`src/rtl/display_pkg.sv`:
```
// Shared types, constants and helpers for the scoreboard digit scanner.
package display_pkg;

    // Widest bus and digit the slice helper handles
    localparam int unsigned MAX_BUS_W   = 1024;
    localparam int unsigned MAX_DIGIT_W = 32;

    // Code driven on digit_out while a channel is blanked
    localparam int unsigned BLANK_CODE = 0;

    // Counter width for a range of n values, never narrower than one bit
    function automatic int unsigned cnt_w(input int unsigned n);
        int unsigned c;
        c = $clog2(n);
        return (c < 1) ? 1 : c;
    endfunction

    // Extract channel k (w bits wide) from a packed digit bus
    function automatic logic [MAX_DIGIT_W-1:0] chan_slice(
        input logic [MAX_BUS_W-1:0] bus,
        input int unsigned          k,
        input int unsigned          w
    );
        logic [MAX_BUS_W-1:0]   sh;
        logic [MAX_DIGIT_W-1:0] res;
        sh  = bus >> (k * w);
        res = '0;
        for (int unsigned b = 0; b < MAX_DIGIT_W; b++) begin
            if (b < w) res[b] = sh[b];
        end
        return res;
    endfunction

endpackage

```
`src/rtl/tick_gen.sv`:
```
// Refresh prescaler: pulses tick once every PRESCALE enabled cycles.
module tick_gen
    import display_pkg::*;
#(
    parameter int unsigned PRESCALE = 50000
) (
    input  logic clk,
    input  logic reset,
    input  logic en,
    output logic tick
);

    localparam int unsigned         PCNT_W = cnt_w(PRESCALE);
    localparam logic [PCNT_W-1:0]   LAST   = PCNT_W'(PRESCALE - 1);

    logic [PCNT_W-1:0] pcnt;

    // Tick in the last cycle of each slot; frozen while disabled
    assign tick = en && (pcnt == LAST);

    // Prescale counter, wraps to zero on tick
    always_ff @(posedge clk or posedge reset) begin
        if (reset) begin
            pcnt <= '0;
        end else if (en) begin
            pcnt <= tick ? '0 : pcnt + PCNT_W'(1);
        end
    end

endmodule

```
`src/rtl/display_scan_mux.sv`:
```
// Time-multiplexed digit scanner with frame-aligned double buffering.
module display_scan_mux
    import display_pkg::*;
#(
    parameter int unsigned CHANNELS = 4,
    parameter int unsigned DIGIT_W  = 4,
    parameter int unsigned PRESCALE = 50000
) (
    input  logic                        clk,
    input  logic                        reset,
    input  logic [CHANNELS*DIGIT_W-1:0] digits,
    input  logic                        load,
    input  logic [CHANNELS-1:0]         blank_mask,
    input  logic                        hold,
    output logic [DIGIT_W-1:0]          digit_out,
    output logic [CHANNELS-1:0]         anode,
    output logic                        pending,
    output logic                        frame_done
);

    localparam int unsigned IDX_W = cnt_w(CHANNELS);
    localparam int unsigned BUS_W = CHANNELS * DIGIT_W;
    localparam logic [IDX_W-1:0] LAST_IDX = IDX_W'(CHANNELS - 1);

    logic               scan_en;
    logic               tick;
    logic               wrap;
    logic [IDX_W-1:0]   idx;
    logic [BUS_W-1:0]   pend_reg;
    logic [BUS_W-1:0]   shadow_reg;
    logic               pend_flag;
    logic [DIGIT_W-1:0] digit_nxt;
    logic [CHANNELS-1:0] anode_nxt;

    assign scan_en = ~hold;
    assign wrap    = tick && (idx == LAST_IDX);
    assign pending = pend_flag;

    tick_gen #(
        .PRESCALE (PRESCALE)
    ) u_tick_gen (
        .clk   (clk),
        .reset (reset),
        .en    (scan_en),
        .tick  (tick)
    );

    // Channel index, advances once per slot and wraps at end of frame
    always_ff @(posedge clk or posedge reset) begin
        if (reset) begin
            idx <= '0;
        end else if (tick) begin
            idx <= wrap ? '0 : idx + IDX_W'(1);
        end
    end

    // Double buffer: a wrap moves the old pending data before a same-cycle load lands
    always_ff @(posedge clk or posedge reset) begin
        if (reset) begin
            pend_reg   <= '0;
            shadow_reg <= '0;
            pend_flag  <= 1'b0;
        end else begin
            if (wrap && pend_flag) begin
                shadow_reg <= pend_reg;
            end
            if (load) begin
                pend_reg  <= digits;
                pend_flag <= 1'b1;
            end else if (wrap) begin
                pend_flag <= 1'b0;
            end
        end
    end

    // Next digit/anode from the current slot; blanking is applied live
    always_comb begin
        digit_nxt = DIGIT_W'(BLANK_CODE);
        anode_nxt = '0;
        if (!blank_mask[idx]) begin
            digit_nxt = DIGIT_W'(chan_slice(MAX_BUS_W'(shadow_reg), int'(idx), DIGIT_W));
            anode_nxt = CHANNELS'(1) << idx;
        end
    end

    // Registered display outputs and end-of-frame pulse
    always_ff @(posedge clk or posedge reset) begin
        if (reset) begin
            digit_out  <= '0;
            anode      <= '0;
            frame_done <= 1'b0;
        end else begin
            digit_out  <= digit_nxt;
            anode      <= anode_nxt;
            frame_done <= wrap;
        end
    end

endmodule
```
`config.mk`:
```
export PLATFORM = sky130hd
export DESIGN_NAME = display_scan_mux
export DESIGN_NICKNAME = d
export VERILOG_FILES = /design/src/rtl/display_pkg.sv /design/src/rtl/tick_gen.sv /design/src/rtl/display_scan_mux.sv
export SDC_FILE = /design/constraint.sdc
export NUM_CORES = 1
export LEC_CHECK = 0
export BUFFER_PORTS_ARGS = -buffer_cell sky130_fd_sc_hd__clkbuf_2
export CAP_MARGIN = 20
export CORE_UTILIZATION = 55
export DETAILED_ROUTE_END_ITERATION = 10
export MAX_ROUTING_LAYER = met4
export PLACE_DENSITY = 0.84
export SLEW_MARGIN = 20
export SYNTH_ARGS = -nofsm -noshare
export SYNTH_HDL_FRONTEND = slang
export SYNTH_HIERARCHICAL = 1
export SYNTH_SLANG_ARGS = --single-unit
```
`constraint.sdc`:
```
create_clock -name clk -period 2.7 [get_ports clk]
set_input_delay 0.405 -clock clk [delete_from_list [all_inputs] [get_ports clk]]
set_output_delay 0.405 -clock clk [all_outputs]
set_load 0.005 [all_outputs]
```
Word level (Yosys, flattened, before mapping)
Cells that the tools add are included.
{"block": "totals", "romBits": 0, "latch_bits": 0, "input_bits": 24, "memories": 0, "ram_bits": 0, "reg_bits": 60}
{"block": "classes", "n_reduce_logical": 4, "multipliers": 0, "shifts": 2, "n_div": 0, "add_sub_neg": 2, "n_eq_ne": 2, "n_bitwise": 1, "magnitude_cmp": 1, "muxes": 8}
{"operator": "$add A16 B1 Y16 const B", "count": 1}
{"operator": "$eq A16 B16 Y1 const B", "count": 1}
{"operator": "$mux W16", "count": 1}
{"operator": "$shr A16 B4 Y4", "count": 1}
{"operator": "$mux W4", "count": 2}
{"operator": "$shl A1 B2 Y4 const A", "count": 1}
{"operator": "$logic_and A1 B1 Y1", "count": 3}
{"operator": "$lt A2 B3 Y1 const B", "count": 1}
{"operator": "$mux W1", "count": 3}
{"operator": "$add A2 B1 Y2 const B", "count": 1}
{"operator": "$bmux W1 S2", "count": 1}
{"operator": "$eq A2 B2 Y1 const B", "count": 1}
{"operator": "$mux W2", "count": 1}
{"operator": "$reduce_bool A2 Y1", "count": 1}
{"operator": "$not A1 Y1", "count": 1}

Depth between registers and ports, before layout
Gate-level depths: netlist of run 1.
{"block": "logic_depth", "depth_word": 5, "mapped_depth": 7, "ltp_nobuf": 5}

Modules after synthesis
Netlist of run 1, hierarchy kept.
{"module": "display_scan_mux", "area_each_um2": 1784.2, "cells_per_inst": 109, "seq_area_each_um2": 1101.1, "n_inst": 1}
{"module": "tick_gen", "area_each_um2": 799.5, "cells_per_inst": 77, "seq_area_each_um2": 400.4, "n_inst": 1}

Least setup slack after synthesis of run 1
Ideal clock, no wire load.
{"block": "synth_timing", "path_type": "register to register", "start": "reg u_tick_gen.pcnt[13]", "end": "reg shadow_reg[10]", "path_buffers": 1, "required_ps": 2573, "slack_ps": 458, "synth_period_minus_slack_ps": 2242, "stages_incl_launch_ff": 6, "arrival_time_ps": 2115, "setup_time_ps": 127, "cell_sequence": "dfrtp_1 -> or4b_4 -> nor4_4 -> nand3_2 -> buf_6 -> mux2_1"}
{"block": "synth_between", "elab_chain_cells": 4}
{"item": "from (decl)", "line": "tick_gen.sv:16", "rtl": "logic [PCNT_W-1:0] pcnt;"}
{"item": "from (signal assigned)", "line": "tick_gen.sv:26", "rtl": "pcnt <= tick ? '0 : pcnt + PCNT_W'(1);"}
{"item": "$eq A16 B16 Y1", "line": "tick_gen.sv:19", "rtl": "assign tick = en && (pcnt == LAST);"}
{"item": "$logic_and A1 B1 Y1", "line": "tick_gen.sv:19"}
{"item": "named net tick", "line": "display_scan_mux.sv:26", "rtl": "logic tick;"}
{"item": "$logic_and A1 B1 Y1", "line": "display_scan_mux.sv:36", "rtl": "assign wrap = tick && (idx == LAST_IDX);"}
{"item": "$logic_and A1 B1 Y1", "line": "display_scan_mux.sv:64", "rtl": "if (wrap && pend_flag) begin"}
{"item": "to (signal assigned)", "line": "display_scan_mux.sv:65", "rtl": "shadow_reg <= pend_reg;"}
{"item": "to (decl)", "line": "display_scan_mux.sv:30", "rtl": "logic [BUS_W-1:0] shadow_reg;"}
The timed path passes the listed nets, and every way through them passes these cells.
A chain may end at the register's enable or synchronous reset.

Final worst setup path of run 1
{"block": "layout_timing", "start": "reg u_tick_gen.pcnt[0]", "end": "reg shadow_reg[5]"}
Same word-level chain as after synthesis.

==> results of run 1 <==
## per-layer routing
metal  vias up  GRT usage, %  wire (um)
met2        39         26.75       1832
li1        737             -          -
met5         -             -          0
met4         0         10.67         74
met3         7         4.274        152
met1       747         28.98       2178
## cell usage in the layout (no fill, tap or decap), types with 3 or more instances in the layout
cell type  netlist  layout
clkbuf_2         0      33
clkbuf_8         0      11
dfrtp_1         60      60
ha_1             5       5
inv_1           10      10
mux2_1           3       3
mux2_2          29      29
mux4_1           4       4
nand2_1          7       7
nand3_1          8       8
nand4_1          4       4
nor2_1           9       9
nor2b_1          8       8
xnor2_1          8       8
xor2_1           5       5
## where the power goes
group          switching (mW)  internal, mW
Combinational          0.0771        0.0705
Sequential             0.0620         0.962
Clock                   0.328         0.374
Total                   0.467          1.41
## kinds of logic (layout without fill, tap and decap cells)
group                      Yosys count  count (layout)  synth area share, %
muxes                               38              38                19.27
buffers and inverters               15              60                2.905
and+or+nand+nor                     50              50                11.77
adders and majority gates            5               5                2.421
xor gates and xnor gates            13              13                4.407
AOI/OAI and AO/OA                    5               5                1.114
DFF                                 60              60                58.11
## final cells by class
class | count | area share, %
multi-input combinational | 111 | 33.94
timing repair buffer | 35 | 6.071
tap | 52 | 2.192
inverter | 10 | 1.265
clock inverter | 4 | 0.8432
sequential | 60 | 50.59
clock buffer | 11 | 5.101
## through the flow
| step | power, mW | hold WS (ns) |
|---|---|---|
| after floorplan | 1.130 | 0.3187 |
| after global placement | 1.176 | 0.4681 |
| after detailed placement | 1.186 | 0.4815 |
| after CTS | 1.895 | 0.1568 |
| after global routing | 1.957 | 0.1989 |
| final | 1.873 | 0.1378 |
## worst min path at each step
stage	from	end	slack, ns	depth (start not counted)
2_1_floorplan	reset	u_tick_gen/pcnt[0]	0.32	1
3_3_place_gp	pend_reg[10]	shadow_reg[10]	0.47	1
3_5_place_dp	u_tick_gen/pcnt[7]	u_tick_gen/pcnt[7]	0.48	1
4_1_cts	reset	u_tick_gen/pcnt[3]	0.16	2
5_1_grt	reset	u_tick_gen/pcnt[3]	0.20	2
6_report	reset	u_tick_gen/pcnt[3]	0.14	2
## worst reg2reg max path, stage by stage, from the launching register on
cell,delay [ns]
dfrtp_1,0.39
ha_1,0.30
nand4_1,0.21
nor4_4,0.29
nand3_2,0.38
mux2_1,0.44
==> flow_metrics.env, run 1 <==
export IMPL_status="finished, violations left"
export IMPL_violations="DRC"
export IMPL_tns_ns=0
export IMPL_crit_path_end_kind="flop"
export IMPL_postRouteAntennaNets=0
export IMPL_ff2ff_path_depth=5
export IMPL_grt_overflow_total=0
export IMPL_async_flop_share_pct=100.0
export IMPL_post_cts_buffers=0
export IMPL_cts_root_buf="clkbuf_8"
export IMPL_drive_above_1_share_pct=36.36
export IMPL_cp_num_cells=5
export IMPL_fin_area_um2=2968
export IMPL_crit_path_top_delay_cell="mux2_1"
export IMPL_yosysSeqAreaShare_pct=58.11
export IMPL_ctsResizeCount=0
export IMPL_synth_seq_cells=60
export IMPL_r2r_setup_slack_ns=0.58
export IMPL_synth_area_leaders="dfrtp_1, mux2_2, mux4_1, xnor2_1, ha_1"
export IMPL_regArea_um2=1501
export IMPL_syn_avg_cell_area_um2=13.89
export IMPL_antenna_found_initial=0
export IMPL_max_freq_ghz=0.4720
export IMPL_n_fill_cell=341
export IMPL_grt_pass1_wl_um=7162
export IMPL_leakage_nw=1.488
export IMPL_r2r_start="u_tick_gen/pcnt[0]"
export IMPL_final_max_slew_viol_count=0
export IMPL_dpl_hpwl_um=2886
export IMPL_placed_area_um2=2791
export IMPL_dieWidth_um=70.54
export IMPL_rsz0062_at_grt="no"
export IMPL_yosysMostFrequentCell="dfrtp_1"
export IMPL_first_global_vias=1480
export IMPL_multiInputGateArea_um2=1007
export IMPL_rows=24
export IMPL_h_tree_depth=3
export IMPL_min_path_type="input port to async pin"
export IMPL_cts_inserted_buffers=9
export IMPL_wl_per_cell_um=14.97
export IMPL_cp_cell_sequence="ha_1 > nand4_1 > nor4_4 > nand3_2 > mux2_1"
export IMPL_area_growth_pct=14.87
export IMPL_grt_usage_pct=20.03
export IMPL_fp_dieH_um=70.54
export IMPL_drtIter0Drc=99
export IMPL_grt_max_degree=45
export IMPL_critPathMaxFanout=16
export IMPL_vias=1530
export IMPL_dieArea_um2=4976
export IMPL_io_buffer_count=33
export IMPL_synthCells=186
export IMPL_setup_violations=0
export IMPL_timing_max_cap_violations=0
export IMPL_synth_fp_nets=215
export IMPL_cts_num_sinks=60
export IMPL_antenna_cells=0
export IMPL_synth_edf_count=0
export IMPL_cp_top_family="simple AND/OR/NAND/NOR gates"
export IMPL_clock_skew_ns=0.004170
export IMPL_yosys_warnings=6
export IMPL_period_needed_ns=2.119
export IMPL_final_cells=283
export IMPL_crit_buf_inv=0
export IMPL_drtPass1Iterations=7
export IMPL_start_util_pct=58.14
export IMPL_endpoint="shadow_reg[5]"
export IMPL_ios=34
export IMPL_worstPathRequired_ns=2.91
export IMPL_critPathKind="flop to flop"
export IMPL_r2r_end="shadow_reg[5]"
export IMPL_crit_start="u_tick_gen/pcnt[0]"
export IMPL_crit_arrival_ns=2.33
export IMPL_core_area_um2=4444
export IMPL_powerDensity_nw_per_um2=631.2
export IMPL_gp_congestion=0.9690
export IMPL_setup_worst_path_start_class="flop"
export IMPL_ctsHoldBuffers=0
export IMPL_fin_nets=256
export IMPL_fin_ws_ns=0.5814
export IMPL_drc=11
export IMPL_synth_largest_area_cell="dfrtp_1"
export IMPL_routed_wl_um=4236
export IMPL_worstMarginPinSlew_ns=0.6276
export IMPL_slew_headroom_pct=58.11
export IMPL_clockBufferDepth=2
export IMPL_fin_crit_sh_pct=78.47
export IMPL_synth_commonest_cells="dfrtp_1, mux2_2, inv_1, nor2_1"
export IMPL_vias_per_cell=5.406
export IMPL_cts_tree="yes"
export IMPL_clk_pin_slew_ns=0.06
export IMPL_final_util_pct=66.78
export IMPL_synthFlopType="dfrtp_1"
export IMPL_synth_area_um2=2584
export IMPL_clock_latency_ns=0.33
export IMPL_dp_slack_ns=0.5675
export IMPL_place_inst=268
export IMPL_synth_cell_types=32
export IMPL_hold_viol=0
export IMPL_yosysTopAreaCellShare_pct=58.11
export IMPL_slowest_delay_ns=0.44
export IMPL_irDropWorstVdd_mv=0.3686
No activity file was read; power rests on OpenSTA's default activity.
==> run 2: changes to the inputs <==
ABC_AREA = 1   (was not set)
CORE_UTILIZATION = 52   (was 55)
PLACE_DENSITY = 0.82   (was 0.84)
clock period = 1.7 ns   (was 2.7 ns; I/O delays follow)
==> flow_metrics.env, run 2 <==
export IMPL_timing_max_cap_violations=0
export IMPL_wl_per_cell_um=12.05
export IMPL_multiInputGateArea_um2=1200
export IMPL_yosysSeqAreaShare_pct=50.36
export IMPL_yosys_warnings=6
export IMPL_io_buffer_count=33
export IMPL_grt_overflow_total=0
export IMPL_ff2ff_path_depth=10
export IMPL_synthCells=362
export IMPL_grt_max_degree=45
export IMPL_worstPathRequired_ns=1.94
export IMPL_postRouteAntennaNets=0
export IMPL_final_cell_mix="nand2_1, inv_1, dfrtp_1"
export IMPL_async_flop_share_pct=100.0
export IMPL_leakage_nw=1.851
export IMPL_drive_above_1_share_pct=25.85
export IMPL_synth_fp_nets=391
export IMPL_setup_violations=0
export IMPL_n_fill_cell=457
export IMPL_drc=0
export IMPL_gp_congestion=0.9003
export IMPL_ios=34
export IMPL_slew_headroom_pct=58.68
export IMPL_fin_crit_sh_pct=93.89
export IMPL_grt_pass1_wl_um=10110
export IMPL_post_cts_buffers=0
export IMPL_max_freq_ghz=0.6265
export IMPL_cts_inserted_buffers=9
export IMPL_period_needed_ns=1.596
export IMPL_critPathMaxFanout=16
export IMPL_start_util_pct=54.15
export IMPL_hold_viol=0
export IMPL_yosysMostFrequentCell="nand2_1"
export IMPL_dpl_hpwl_um=4005
export IMPL_syn_avg_cell_area_um2=8.236
export IMPL_place_inst=468
export IMPL_cts_tree="yes"
export IMPL_grt_usage_pct=22.65
export IMPL_final_cells=486
export IMPL_synth_cell_types=26
export IMPL_synth_area_um2=2982
export IMPL_worst_hold_slack_ns=0.1047
export IMPL_synth_commonest_cells="nand2_1, inv_1, dfrtp_1, nor2_1, nand3_1"
export IMPL_vias_per_cell=4.918
export IMPL_first_global_vias=2278
export IMPL_final_common_cell="nand2_1"
export IMPL_setup_worst_path_start_class="flop"
export IMPL_dieWidth_um=77.72
export IMPL_powerDensity_nw_per_um2=900.2
export IMPL_dieArea_um2=6040
export IMPL_irDropWorstVdd_mv=0.5217
export IMPL_core_area_um2=5507
export IMPL_synth_edf_count=0
export IMPL_drtIter0Drc=210
export IMPL_fp_dieH_um=77.72
export IMPL_status="completed"
export IMPL_yosysTopAreaCellShare_pct=50.36
export IMPL_final_max_slew_viol_count=0
export IMPL_synth_area_leaders="dfrtp_1, nand2_1, inv_1, o21ai_2, nand3_1"
export IMPL_regArea_um2=1501
export IMPL_cts_root_buf="clkbuf_8"
export IMPL_drtPass1Iterations=4
export IMPL_fin_nets=438
export IMPL_antenna_found_initial=0
export IMPL_critPathKind="flop to flop"
export IMPL_clock_latency_ns=0.35
export IMPL_vias=2390
export IMPL_worstHoldPathCells=3
export IMPL_clockBufferDepth=2
export IMPL_synth_largest_area_cell="dfrtp_1"
export IMPL_area_growth_pct=17.29
export IMPL_cts_num_sinks=60
export IMPL_fin_area_um2=3497
export IMPL_clock_skew_ns=0.01172
export IMPL_crit_path_end_kind="flop"
export IMPL_clk_pin_slew_ns=0.08
export IMPL_routed_wl_um=5858
export IMPL_antenna_cells=0
export IMPL_crit_arrival_ns=1.83
export IMPL_placed_area_um2=3241
export IMPL_rows=27
export IMPL_h_tree_depth=3
export IMPL_rsz0062_at_grt="no"
export IMPL_min_path_type="input port to flop"
export IMPL_synthFlopType="dfrtp_1"
export IMPL_synth_seq_cells=60
export IMPL_worstMarginPinSlew_ns=0.6191
run 2: cell types whose count changed in the layout (fill, tap and decap cells not counted), sizes merged, moves of 10 or more:
cell / delta
nor2: +25
nand3: +18
inv: +58
buf: +10
o21ai: +33
mux2: -32
nand2: +98
run 2: logic make-up (layout without fill, tap and decap cells):
group / after synthesis / count (layout) / share of synthesized area, %
buffers and inverters: 79 / 130 / 11.62
AND/OR/NAND/NOR: 170 / 171 / 24.72
flip-flops: 60 / 60 / 50.36
adder cells (fa/ha/maj): 5 / 5 / 2.098
AO/OA/AOI/OAI: 40 / 40 / 8.854
XOR/XNOR: 8 / 8 / 2.350
run 2: where the power goes:
part           leakage [nW]  switching (mW)  internal (mW)  total (mW)
Combinational          1.01           0.260          0.162       0.422
Sequential            0.756          0.0631           1.52        1.58
Clock                0.0860           0.608          0.534        1.14
run 2: worst max-delay path, cell delays in order (launching register included):
cell and delay (ns):
dfrtp_1 0.40, ha_2 0.21, nand2_2 0.08, nor2_2 0.11
inv_1 0.06, nor2_2 0.14, nand2_2 0.10, clkinv_4 0.10
nand2_8 0.11, nand2_1 0.12, o21ai_2 0.05
run 2: final cells by class:
class | instances | share of cell area, %
Multi-Input combinational cell | 224 | 34.31
Tap cell | 72 | 2.576
Timing Repair Buffer | 46 | 7.585
Inverter | 68 | 7.585
Clock buffer | 9 | 3.542
Clock inverter | 7 | 1.467
Sequential cell | 60 | 42.93
run 2: path summary, 6_finish.rpt:
| path | end | startpoint | slack, ns |
|---|---|---|---|
| setup / recovery | shadow_reg[4] | u_tick_gen/pcnt[1] | 0.10 |
| hold / removal | pend_reg[9] | digits[9] | 0.10 |
| setup reg to reg | shadow_reg[4] | u_tick_gen/pcnt[1] | 0.10 |
| hold reg to reg | shadow_reg[13] | shadow_reg[13] | 0.49 |
| max in group asynchronous | pend_reg[7] | reset | 0.74 |
| min in group asynchronous | u_tick_gen/pcnt[5] | reset | 0.52 |
run 2: layer usage:
| layer | track usage, % | wire length, um | up-vias |
|---|---|---|---|
| li1 | - | - | 1193 |
| met1 | 28.59 | 2631 | 1127 |
| met2 | 34.07 | 2847 | 61 |
| met3 | 5.529 | 291 | 9 |
| met4 | 11.32 | 87 | 0 |
| met5 | - | 0 | - |
run 2: timing repair:
item / 4_1_cts / 5_1_grt
cloned: 1 / 0
pin swaps: 0 / 1
hold buffers: 1 / 0
hold endpoints to repair: 16 / 0
gates resized for setup: 4 / 15
setup endpoints to repair: 16 / 16
run 2: metrics by stage:
step / TNS, ns / utilization, % / setup slack [ns] / power, mW
global placement: 0 / 58.85 / 0.02366 / 2.006
floorplan: 0 / - / 0.03898 / 1.872
finish: 0 / 63.51 / 0.1039 / 3.148
CTS: 0 / 62.83 / 0.02323 / 3.161
detailed placement: -0.9560 / 58.85 / -0.09880 / 2.017
global route: 0 / 63.51 / 0.004285 / 3.299
==> run 3: changes to the inputs <==
GPL_TIMING_DRIVEN = 0   (was not set)
==> flow_metrics.env, run 3 (synthesis results as in run 2) <==
export IMPL_placed_area_um2=3257
export IMPL_p_sw_mw=0.9334
export IMPL_first_global_vias=2365
export IMPL_worst_hold_slack_ns=0.1175
export IMPL_drtIter0Drc=201
export IMPL_period_needed_ns=1.641
export IMPL_p_clk_share_pct=43.6
export IMPL_powerDensity_nw_per_um2=998.4
export IMPL_start_util_pct=54.15
export IMPL_critPathKind="flop to flop"
export IMPL_power_mw=3.601
export IMPL_critPathMaxFanout=10
export IMPL_crit_arrival_ns=1.88
export IMPL_dieWidth_um=77.72
export IMPL_fp_dieH_um=77.72
export IMPL_ios=34
export IMPL_dpl_hpwl_um=4176
export IMPL_drtPass1Iterations=4
export IMPL_h_tree_depth=3
export IMPL_fin_crit_sh_pct=96.55
export IMPL_slew_headroom_pct=57.32
export IMPL_worstMarginPinSlew_ns=0.6395
export IMPL_status="completed"
export IMPL_setup_violations=0
export IMPL_sw_frac_of_total_pct=25.92
export IMPL_timing_max_cap_violations=0
export IMPL_clock_latency_ns=0.34
export IMPL_grt_max_degree=26
export IMPL_p_seq_share_pct=44.8
export IMPL_leakage_nw=1.917
export IMPL_antenna_cells=0
export IMPL_final_util_pct=65.51
export IMPL_cts_root_buf="clkbuf_8"
export IMPL_grt_pass1_wl_um=10490
export IMPL_drive_above_1_share_pct=25.95
export IMPL_core_area_um2=5507
export IMPL_min_path_type="input port to flop"
export IMPL_hold_viol=0
export IMPL_setup_worst_path_start_class="flop"
export IMPL_final_common_cell="nand2_1"
export IMPL_rows=27
export IMPL_fin_area_um2=3607
export IMPL_cts_inserted_buffers=9
export IMPL_clockBufferDepth=2
export IMPL_vias=2424
export IMPL_io_buffer_count=33
export IMPL_gp_congestion=0.8630
export IMPL_comb_power_share_pct=11.5
export IMPL_cts_tree="yes"
export IMPL_max_freq_ghz=0.6093
export IMPL_n_fill_cell=437
export IMPL_worstPathRequired_ns=1.93
export IMPL_area_growth_pct=20.98
export IMPL_drc=0
export IMPL_irDropWorstVdd_mv=0.6373
export IMPL_clock_skew_ns=0.005478
export IMPL_cts_num_sinks=60
export IMPL_grt_usage_pct=23.44
export IMPL_final_max_slew_viol_count=0
export IMPL_intPower_mw=2.668
export IMPL_fin_nets=444
export IMPL_final_cell_mix="nand2_1, inv_1, dfrtp_1"
export IMPL_routed_wl_um=6084
export IMPL_crit_path_end_kind="flop"
export IMPL_clk_pin_slew_ns=0.07
export IMPL_vias_per_cell=4.927
export IMPL_postRouteAntennaNets=0
export IMPL_dieArea_um2=6040
export IMPL_grt_overflow_total=0
export IMPL_antenna_found_initial=0
export IMPL_wl_per_cell_um=12.37
==> run 3: power groups by stage <==
stage | clock (mW) | sequential [mW] | combinational, mW
2_1_floorplan | 0 | 1.62 | 0.256
3_3_place_gp | 0 | 1.63 | 0.332
3_5_place_dp | 0 | 1.63 | 0.347
4_1_cts | 1.60 | 1.60 | 0.374
5_1_grt | 1.66 | 1.62 | 0.476
6_report | 1.57 | 1.61 | 0.415
==> run 3: final timing paths <==
check,from,end,slack [ns],cells after the start
worst min-delay path,digits[15],pend_reg[15],0.12,3
worst max-delay path,u_tick_gen/pcnt[0],shadow_reg[1],0.06,11
worst max register to register,u_tick_gen/pcnt[0],shadow_reg[1],0.06,11
max in group asynchronous,reset,u_tick_gen/pcnt[7],0.70,3
min in group asynchronous,reset,pending,0.46,3
worst min register to register,shadow_reg[6],shadow_reg[6],0.48,2
==> run 3: critical path, cell delays in order (launching register included) <==
cell	delay [ns]
dfrtp_1	0.42
ha_4	0.17
nand2_1	0.12
nor2_2	0.13
inv_1	0.08
nor2_4	0.10
nand2_2	0.07
inv_2	0.07
nand2_4	0.07
buf_6	0.16
nand2_1	0.09
o21ai_2	0.06
==> run 3: through the flow <==
stage | worst slack (ns) | instances | TNS, ns
global placement | -0.2056 | 467 | -6.923
floorplan | 0.03898 | 362 | 0
CTS | 0.003926 | 487 | 0
finish | 0.05868 | 492 | 0
global route | -0.01526 | 492 | -0.03905
detailed placement | -0.2927 | 468 | -4.135
==> run 3: metal layers <==
metal	vias to the layer above	track usage [%]	part of all wire, %
met5	-	-	0
met1	1141	29.27	46
li1	1206	-	-
met4	0	13.58	2.5
met2	62	35.93	48
met3	15	4.118	3.1
==> run 3: final cells by class <==
| cell class | count | area [um2] | area share (%) |
|---|---|---|---|
| Clock buffer | 9 | 123.9 | 3.434 |
| Timing Repair Buffer | 43 | 255.2 | 7.076 |
| Inverter | 68 | 260.3 | 7.215 |
| Tap cell | 72 | 90.09 | 2.497 |
| Multi-Input combinational cell | 223 | 1169 | 32.40 |
| Clock inverter | 7 | 123.9 | 3.434 |
| Sequential cell | 60 | 1504 | 41.69 |
| Buffer | 10 | 81.33 | 2.255 |
==> run 3: timing repair <==
item,4_1_cts,5_1_grt
hold buffers,1,0
endpoints found under the hold margin,19,0
pin swaps,1,3
endpoints found under the setup margin,17,16
buffers inserted,2,6
resized for setup,3,9
